$ cat src/rtl/x_mux_ddr_muonic_alct_tx.sv
// Two-word-per-pair DDR transmit commutator: buffers word pairs and emits them as 80MHz 1st/2nd slots.
// Optional saturating underrun counter enabled by defining X_MUX_UNDERRUN_CNT_EN.
module x_mux_ddr_muonic_alct_tx #(
  parameter int               WIDTH = 16,
  parameter logic [WIDTH-1:0] IDLE  = '0
) (
  input  logic             clock,
  input  logic             reset_n,
  input  logic             clr,
  input  logic             posneg,
  input  logic [WIDTH-1:0] din1st,
  input  logic [WIDTH-1:0] din2nd,
  input  logic             din_valid,
  output logic             din_ready,
  output logic [WIDTH-1:0] dout,
  output logic             dout_1st,
  output logic             dout_valid,
  output logic             underrun
`ifdef X_MUX_UNDERRUN_CNT_EN
  ,
  output logic [7:0]       underrun_cnt
`endif
);

  logic [WIDTH-1:0] fifo_1st [2];
  logic [WIDTH-1:0] fifo_2nd [2];
  logic             wr_ptr;
  logic             rd_ptr;
  logic [1:0]       count;
  logic             phase;
  logic             posneg_r;
  logic [WIDTH-1:0] shadow;

  logic boundary;
  logic push;
  logic pop;
  logic underrun_set;

  assign din_ready    = (count != 2'd2) & ~clr;
  assign boundary     = (phase == posneg_r);
  assign push         = din_valid & din_ready;
  assign pop          = boundary & (count != 2'd0) & ~clr;
  // A boundary with nothing to send, right after a second slot that carried data.
  assign underrun_set = boundary & (count == 2'd0) & dout_valid & ~clr;

  // Pair storage carries no reset: occupancy is tracked by count alone.
  always_ff @(posedge clock) begin
    if (push) begin
      fifo_1st[wr_ptr] <= din1st;
      fifo_2nd[wr_ptr] <= din2nd;
    end
  end

  always_ff @(posedge clock or negedge reset_n) begin
    if (!reset_n) begin
      wr_ptr     <= 1'b0;
      rd_ptr     <= 1'b0;
      count      <= 2'd0;
      phase      <= 1'b0;
      posneg_r   <= 1'b0;
      shadow     <= '0;
      dout       <= IDLE;
      dout_1st   <= 1'b0;
      dout_valid <= 1'b0;
      underrun   <= 1'b0;
    end else if (clr) begin
      wr_ptr     <= 1'b0;
      rd_ptr     <= 1'b0;
      count      <= 2'd0;
      phase      <= 1'b0;
      posneg_r   <= posneg;
      shadow     <= '0;
      dout       <= IDLE;
      dout_1st   <= 1'b0;
      dout_valid <= 1'b0;
      underrun   <= 1'b0;
    end else begin
      phase  <= ~phase;
      wr_ptr <= wr_ptr ^ push;
      rd_ptr <= rd_ptr ^ pop;
      count  <= count + {1'b0, push} - {1'b0, pop};
      if (boundary) begin
        dout_1st <= 1'b1;
        underrun <= underrun_set;
        if (pop) begin
          dout       <= fifo_1st[rd_ptr];
          shadow     <= fifo_2nd[rd_ptr];
          dout_valid <= 1'b1;
        end else begin
          dout       <= IDLE;
          dout_valid <= 1'b0;
        end
      end else begin
        // The boundary output still sits on dout: valid there means a shadow word is pending.
        dout_1st   <= 1'b0;
        underrun   <= 1'b0;
        dout_valid <= dout_valid & dout_1st;
        dout       <= (dout_valid & dout_1st) ? shadow : IDLE;
      end
    end
  end

`ifdef X_MUX_UNDERRUN_CNT_EN
  always_ff @(posedge clock or negedge reset_n) begin
    if (!reset_n) begin
      underrun_cnt <= 8'd0;
    end else if (clr) begin
      underrun_cnt <= 8'd0;
    end else if (underrun_set && (underrun_cnt != 8'hFF)) begin
      underrun_cnt <= underrun_cnt + 8'd1;
    end
  end
`endif

endmodule
$ cat config.mk
export PLATFORM = sky130hd
export DESIGN_NAME = x_mux_ddr_muonic_alct_tx
export DESIGN_NICKNAME = d
export VERILOG_FILES = /design/src/rtl/x_mux_ddr_muonic_alct_tx.sv
export SDC_FILE = /design/constraint.sdc
export NUM_CORES = 1
export LEC_CHECK = 0
export BUFFER_PORTS_ARGS = -buffer_cell sky130_fd_sc_hd__clkbuf_2
export CAP_MARGIN = 40
export CORE_ASPECT_RATIO = 0.7
export CORE_MARGIN = 4
export CORE_UTILIZATION = 32
export DETAILED_ROUTE_END_ITERATION = 16
export PLACE_DENSITY_LB_ADDON = 0.08
export SYNTH_ARGS = -nofsm -noshare
export SYNTH_HDL_FRONTEND = slang
export SYNTH_SLANG_ARGS = --single-unit
$ cat constraint.sdc
create_clock -name clock -period 1.75 [get_ports clock]
set_input_delay 0.0875 -clock clock [delete_from_list [all_inputs] [get_ports clock]]
set_output_delay 0.0875 -clock clock [all_outputs]
set_load 0.02 [all_outputs]
After elaboration in Yosys (flattened, before gate mapping)
Memory sizes are Yosys's and may differ from the RTL's.
Index checks and enable logic that the tools add are counted.
{"block": "classes", "addsub": 2, "eq_ne": 2, "muxes": 20, "n_bitwise": 12, "n_reduce_logical": 5}
{"cell": "$mux W16", "count": 7}
{"cell": "$mux W1", "count": 12}
{"cell": "$and A1 B1 Y1", "count": 8}
{"cell": "$reduce_bool A2 Y1", "count": 3}
{"cell": "$add A2 B1 Y2", "count": 1}
{"cell": "$logic_not A2 Y1", "count": 1}
{"cell": "$mux W2", "count": 1}
{"cell": "$ne A2 B2 Y1 const B", "count": 1}
{"cell": "$not A1 Y1", "count": 2}
{"cell": "$reduce_and A2 Y1", "count": 1}
{"cell": "$sub A2 B1 Y2", "count": 1}
{"cell": "$xor A1 B1 Y1", "count": 2}
{"cell": "$eq A1 B1 Y1", "count": 1}
{"block": "totals", "reg_bits": 41, "ram_bits": 64, "in_bits": 37, "output_inout_bits": 20, "memories": 2}
{"name": "fifo_1st", "words": 2, "word_bits": 16, "read_ports": 1, "rd_clocked_by_memory_dff": 0, "wr": 1, "line": "25", "rtl": "logic [WIDTH-1:0] fifo_1st [2];"}
{"name": "fifo_2nd", "words": 2, "word_bits": 16, "read_ports": 1, "rd_clocked_by_memory_dff": 0, "wr": 1, "line": "26", "rtl": "logic [WIDTH-1:0] fifo_2nd [2];"}

Logic depth before layout (Yosys ltp)
{"block": "logic_depth", "ltp_word": 6, "ltp_mapped": 9, "ltp_nobuf": 8}

Least setup slack after synthesis
Ideal clock, no wire load.
{"block": "synth_path", "kind": "reg-to-reg", "startpoint": "reg count[0]", "endpoint": "mem fifo_1st[1][0] (enable)", "setup_time_ns": 0.392, "arrival_time_ns": 1.874, "setup_slack_ns": -0.516, "path_stages_with_launch": 5, "path_buffers": 0, "cell_sequence": "dfrtp_1 > inv_1 > a21oi_1 > and2_1 > ha_1"}
{"block": "synth_between", "elab_chain_len": 5}
{"item": "from (decl)", "line": "29", "rtl": "logic [1:0] count;"}
{"item": "from (signal assigned)", "line": "81", "rtl": "count <= count + {1'b0, push} - {1'b0, pop};"}
{"item": "$ne A2 B2 Y1", "line": "39", "rtl": "assign din_ready = (count != 2'd2) & ~clr;"}
{"item": "$and A1 B1 Y1", "line": "39"}
{"item": "named net din_ready", "line": "14", "rtl": "output logic din_ready,"}
{"item": "$and A1 B1 Y1", "line": "41", "rtl": "assign push = din_valid & din_ready;"}
{"item": "$mux W1", "line": "48", "rtl": "if (push) begin"}
{"item": "$mux W1 (implied by the code)", "line": "49", "rtl": "fifo_1st[wr_ptr] <= din1st;"}
{"item": "to (decl)", "line": "25"}
The timed path passes the listed nets, and every way through them passes these cells.

Worst setup path in the final report
{"block": "layout_path", "startpoint": "reg phase", "endpoint": "reg count[0]"}
{"block": "layout_between", "elab_chain_len": 5}
{"item": "from (decl)", "line": "30", "rtl": "logic phase;"}
{"item": "from (signal assigned)", "line": "78", "rtl": "phase <= ~phase;"}
{"item": "$eq A1 B1 Y1", "line": "40", "rtl": "assign boundary = (phase == posneg_r);"}
{"item": "$and A1 B1 Y1 (2 in a row)", "line": "42", "rtl": "assign pop = boundary & (count != 2'd0) & ~clr;"}
{"item": "$sub A2 B1 Y2", "line": "81"}
{"item": "$mux W2", "line": "66", "rtl": "end else if (clr) begin"}
Every way passes these cells.
A chain may end at the register's enable or synchronous reset.

==> impl_metrics.env <==
export IMPL_avgSynthCellArea_um2=18.4
export IMPL_fin_skew_ps=11.1
export IMPL_cts_root_buf="clkbuf_16"
export IMPL_ys_top_cells_by_count="edfxtp_1, dfrtp_1, mux2i_1, o2bb2ai_1, buf_2"
export IMPL_remaining_drc_errors=0
export IMPL_grt_pass1_vias=2120
export IMPL_grt_ovfl_total=0
export IMPL_via_per_inst=4.35
export IMPL_yosys_register_bits=105
export IMPL_ys_async_sr_fraction_pct=39.0
export IMPL_fin_hold_ws_ps=262
export IMPL_ios=57
export IMPL_grt_pass1_wl_um=12500
export IMPL_post_dp_hpwl_um=5180
export IMPL_grt_use_total_pct=12.0
export IMPL_netlist_area_leader_share_pct=50.0
export IMPL_synth_area_leaders="edfxtp_1, dfrtp_1, mux2i_1"
export IMPL_cap_violations=0
export IMPL_fin_cells=473
export IMPL_utilization_pct=43.5
export IMPL_crit_required_ps=1980
export IMPL_tightest_slew_ps=607
export IMPL_num_vias=2059
export IMPL_place_area_um2=4420
export IMPL_cts_buffer_depth=2
export IMPL_yosys_area_top_type="edfxtp_1"
export IMPL_critPathKind="reg2reg"
export IMPL_core_um2=11700
export IMPL_grt_max_degree=34
export IMPL_drive_gt1_share_pct=30.1
export IMPL_place_ws_ps=55.1
export IMPL_insertion_delay_ps=340
export IMPL_start_util_pct=32.8
export IMPL_fmax_mhz=585
export IMPL_n_antenna_cell=0
export IMPL_wirelength_um=7970
export IMPL_fill_cells=1064
export IMPL_die_x_um=139
export IMPL_drt_pass1_iterations=4
export IMPL_post_route_period_util_pct=97.6
export IMPL_worstSetupEndpointType="register"
export IMPL_ctsHtreeMaxLevel=3
export IMPL_power_internal_mw=4.36
export IMPL_swShare_pct=24.4
export IMPL_syn2layout_area_growth_pct=32.9
export IMPL_stdcell_area_um2=5100
export IMPL_ys_flop_type="edfxtp_1"
export IMPL_ant_nets=0
export IMPL_final_nets=352
export IMPL_synth_seq_area_share_pct=76.7
export IMPL_startpoint_type="register"
export IMPL_p_sw_mw=1.41
export IMPL_cts_buffers=9
export IMPL_hold_path_class="in2reg"
export IMPL_min_period_ps=1710
export IMPL_pwr_share_clk_pct=32.9
export IMPL_clkTransAtPathRegs_ps=70
export IMPL_antenna_found_initial=0
export IMPL_yosysWarnings=0
export IMPL_synth_edff_count=64
export IMPL_cp_arrival_ps=1940
export IMPL_setup_tns_ps=0
export IMPL_dieArea_um2=13900
export IMPL_finalPower_mw=5.76
export IMPL_maxSlewHeadroom_pct=59.5
export IMPL_syn_inst=209
export IMPL_hold_violations=0
export IMPL_syn_area_um2=3840
export IMPL_outcome="completed"
export IMPL_power_density_nw_per_um2=1130
export IMPL_setup_viol=0
export IMPL_sequentialPowerShare_pct=51.0
export IMPL_routabilityCongestion=0.678
export IMPL_cp_max_fo=2
export IMPL_fin_ws_ps=41.9
export IMPL_p_leak_nw=2.00
export IMPL_detail_route_wl_per_cell_um=16.9
export IMPL_dp_cells=420
export IMPL_synth_distinct_cells=24
export IMPL_rows=33
export IMPL_die_h_um=99.7
export IMPL_slew_violations=0
export IMPL_cts_sinks=105
export IMPL_syn_nets=250
export IMPL_port_buffers=56
export IMPL_cts_tree="built"
export IMPL_drtIter0Drc=69
export IMPL_peakVddDrop_mv=0.503
export IMPL_p_comb_share_pct=16.1
export IMPL_synth_most_common_cell="edfxtp_1"
logic make-up after synthesis:
kind of cell / count (synthesis) / synth area share, %
fa+ha+maj: 4 / 1.30
flops: 105 / 76.7
simple gates: 12 / 1.73
compound gates: 34 / 7.68
xor+xnor: 3 / 0.684
mux: 34 / 8.92
buf+inv: 17 / 2.96
power by group through the flow:
stage	Clock [mW]	Combinational [mW]	Sequential, mW
after floorplan	0	0.487	3.01
after global placement	0	0.859	2.99
after detailed placement	0	0.858	2.99
after CTS	1.97	0.923	2.94
after global routing	2.09	1.02	2.96
final	1.89	0.928	2.94
registers in the layout (all words and copies together), names as in the netlist:
register,cells
fifo_1st,32
fifo_2nd,32
dout,16
shadow,16
count,2
dout_1st,1
dout_valid,1
phase,1
posneg_r,1
rd_ptr,1
underrun,1
wr_ptr,1
placed cells by master (no fill, tap or decap), types with 2 or more instances in the layout:
master         netlist  final
inv_2                0      2
o2bb2ai_1           32     32
mux2_2               2      2
xor2_1               2      2
clkbuf_1             1      2
inv_1                4      2
clkbuf_8             0      3
clkbuf_16            0      9
buf_4                1      6
mux2i_1             32     32
edfxtp_1            64     64
dfrtp_1             41     40
nor2_1               5      5
buf_12               0      7
clkbuf_2             0     56
dlygate4sd3_1        0     35
ha_4                 0      4
per-layer routing:
| layer | track usage, % | part of all wire (%) | up-vias |
|---|---|---|---|
| li1 | - | - | 1004 |
| met1 | 19.3 | 54 | 1003 |
| met2 | 15.4 | 40 | 45 |
| met3 | 3.60 | 4.7 | 7 |
| met4 | 3.38 | 1.1 | 0 |
| met5 | 0 | 0 | - |
layout make-up:
type / count / area (um^2) / share of cell area (%)
Clock buffer: 14 / 274 / 5.37
Clock inverter: 2 / 12.5 / 0.245
Inverter: 4 / 15.0 / 0.294
Multi-Input combinational cell: 87 / 842 / 16.5
Sequential cell: 105 / 2950 / 57.8
Tap cell: 157 / 196 / 3.85
Timing Repair Buffer: 104 / 816 / 16.0
repair_timing:
action | CTS | global route
hold endpoints to repair | 85 | 0
gates resized for setup | 0 | 6
buffers inserted | 0 | 2
hold buffers | 35 | 0
endpoints found under the setup margin | 0 | 2
final timing paths:
kind / from / slack (ps) / depth (start not counted) / to
max: phase / 40 / 7 / count[0]
min: din_valid / 260 / 4 / wr_ptr
max reg2reg: phase / 40 / 7 / count[0]
min reg2reg: shadow[15] / 490 / 1 / dout[15]
max in group asynchronous: reset_n / 930 / 3 / shadow[15]
min in group asynchronous: reset_n / 290 / 2 / shadow[0]
worst max-delay path, stage by stage, from the launching register on:
cell and delay (ps):
dfrtp_1 390, xor2_1 180, or3_1 390, inv_2 110, ha_4 210, inv_2 60
ha_4 180, nor2b_4 110
No activity file was read; power rests on OpenSTA's default activity.
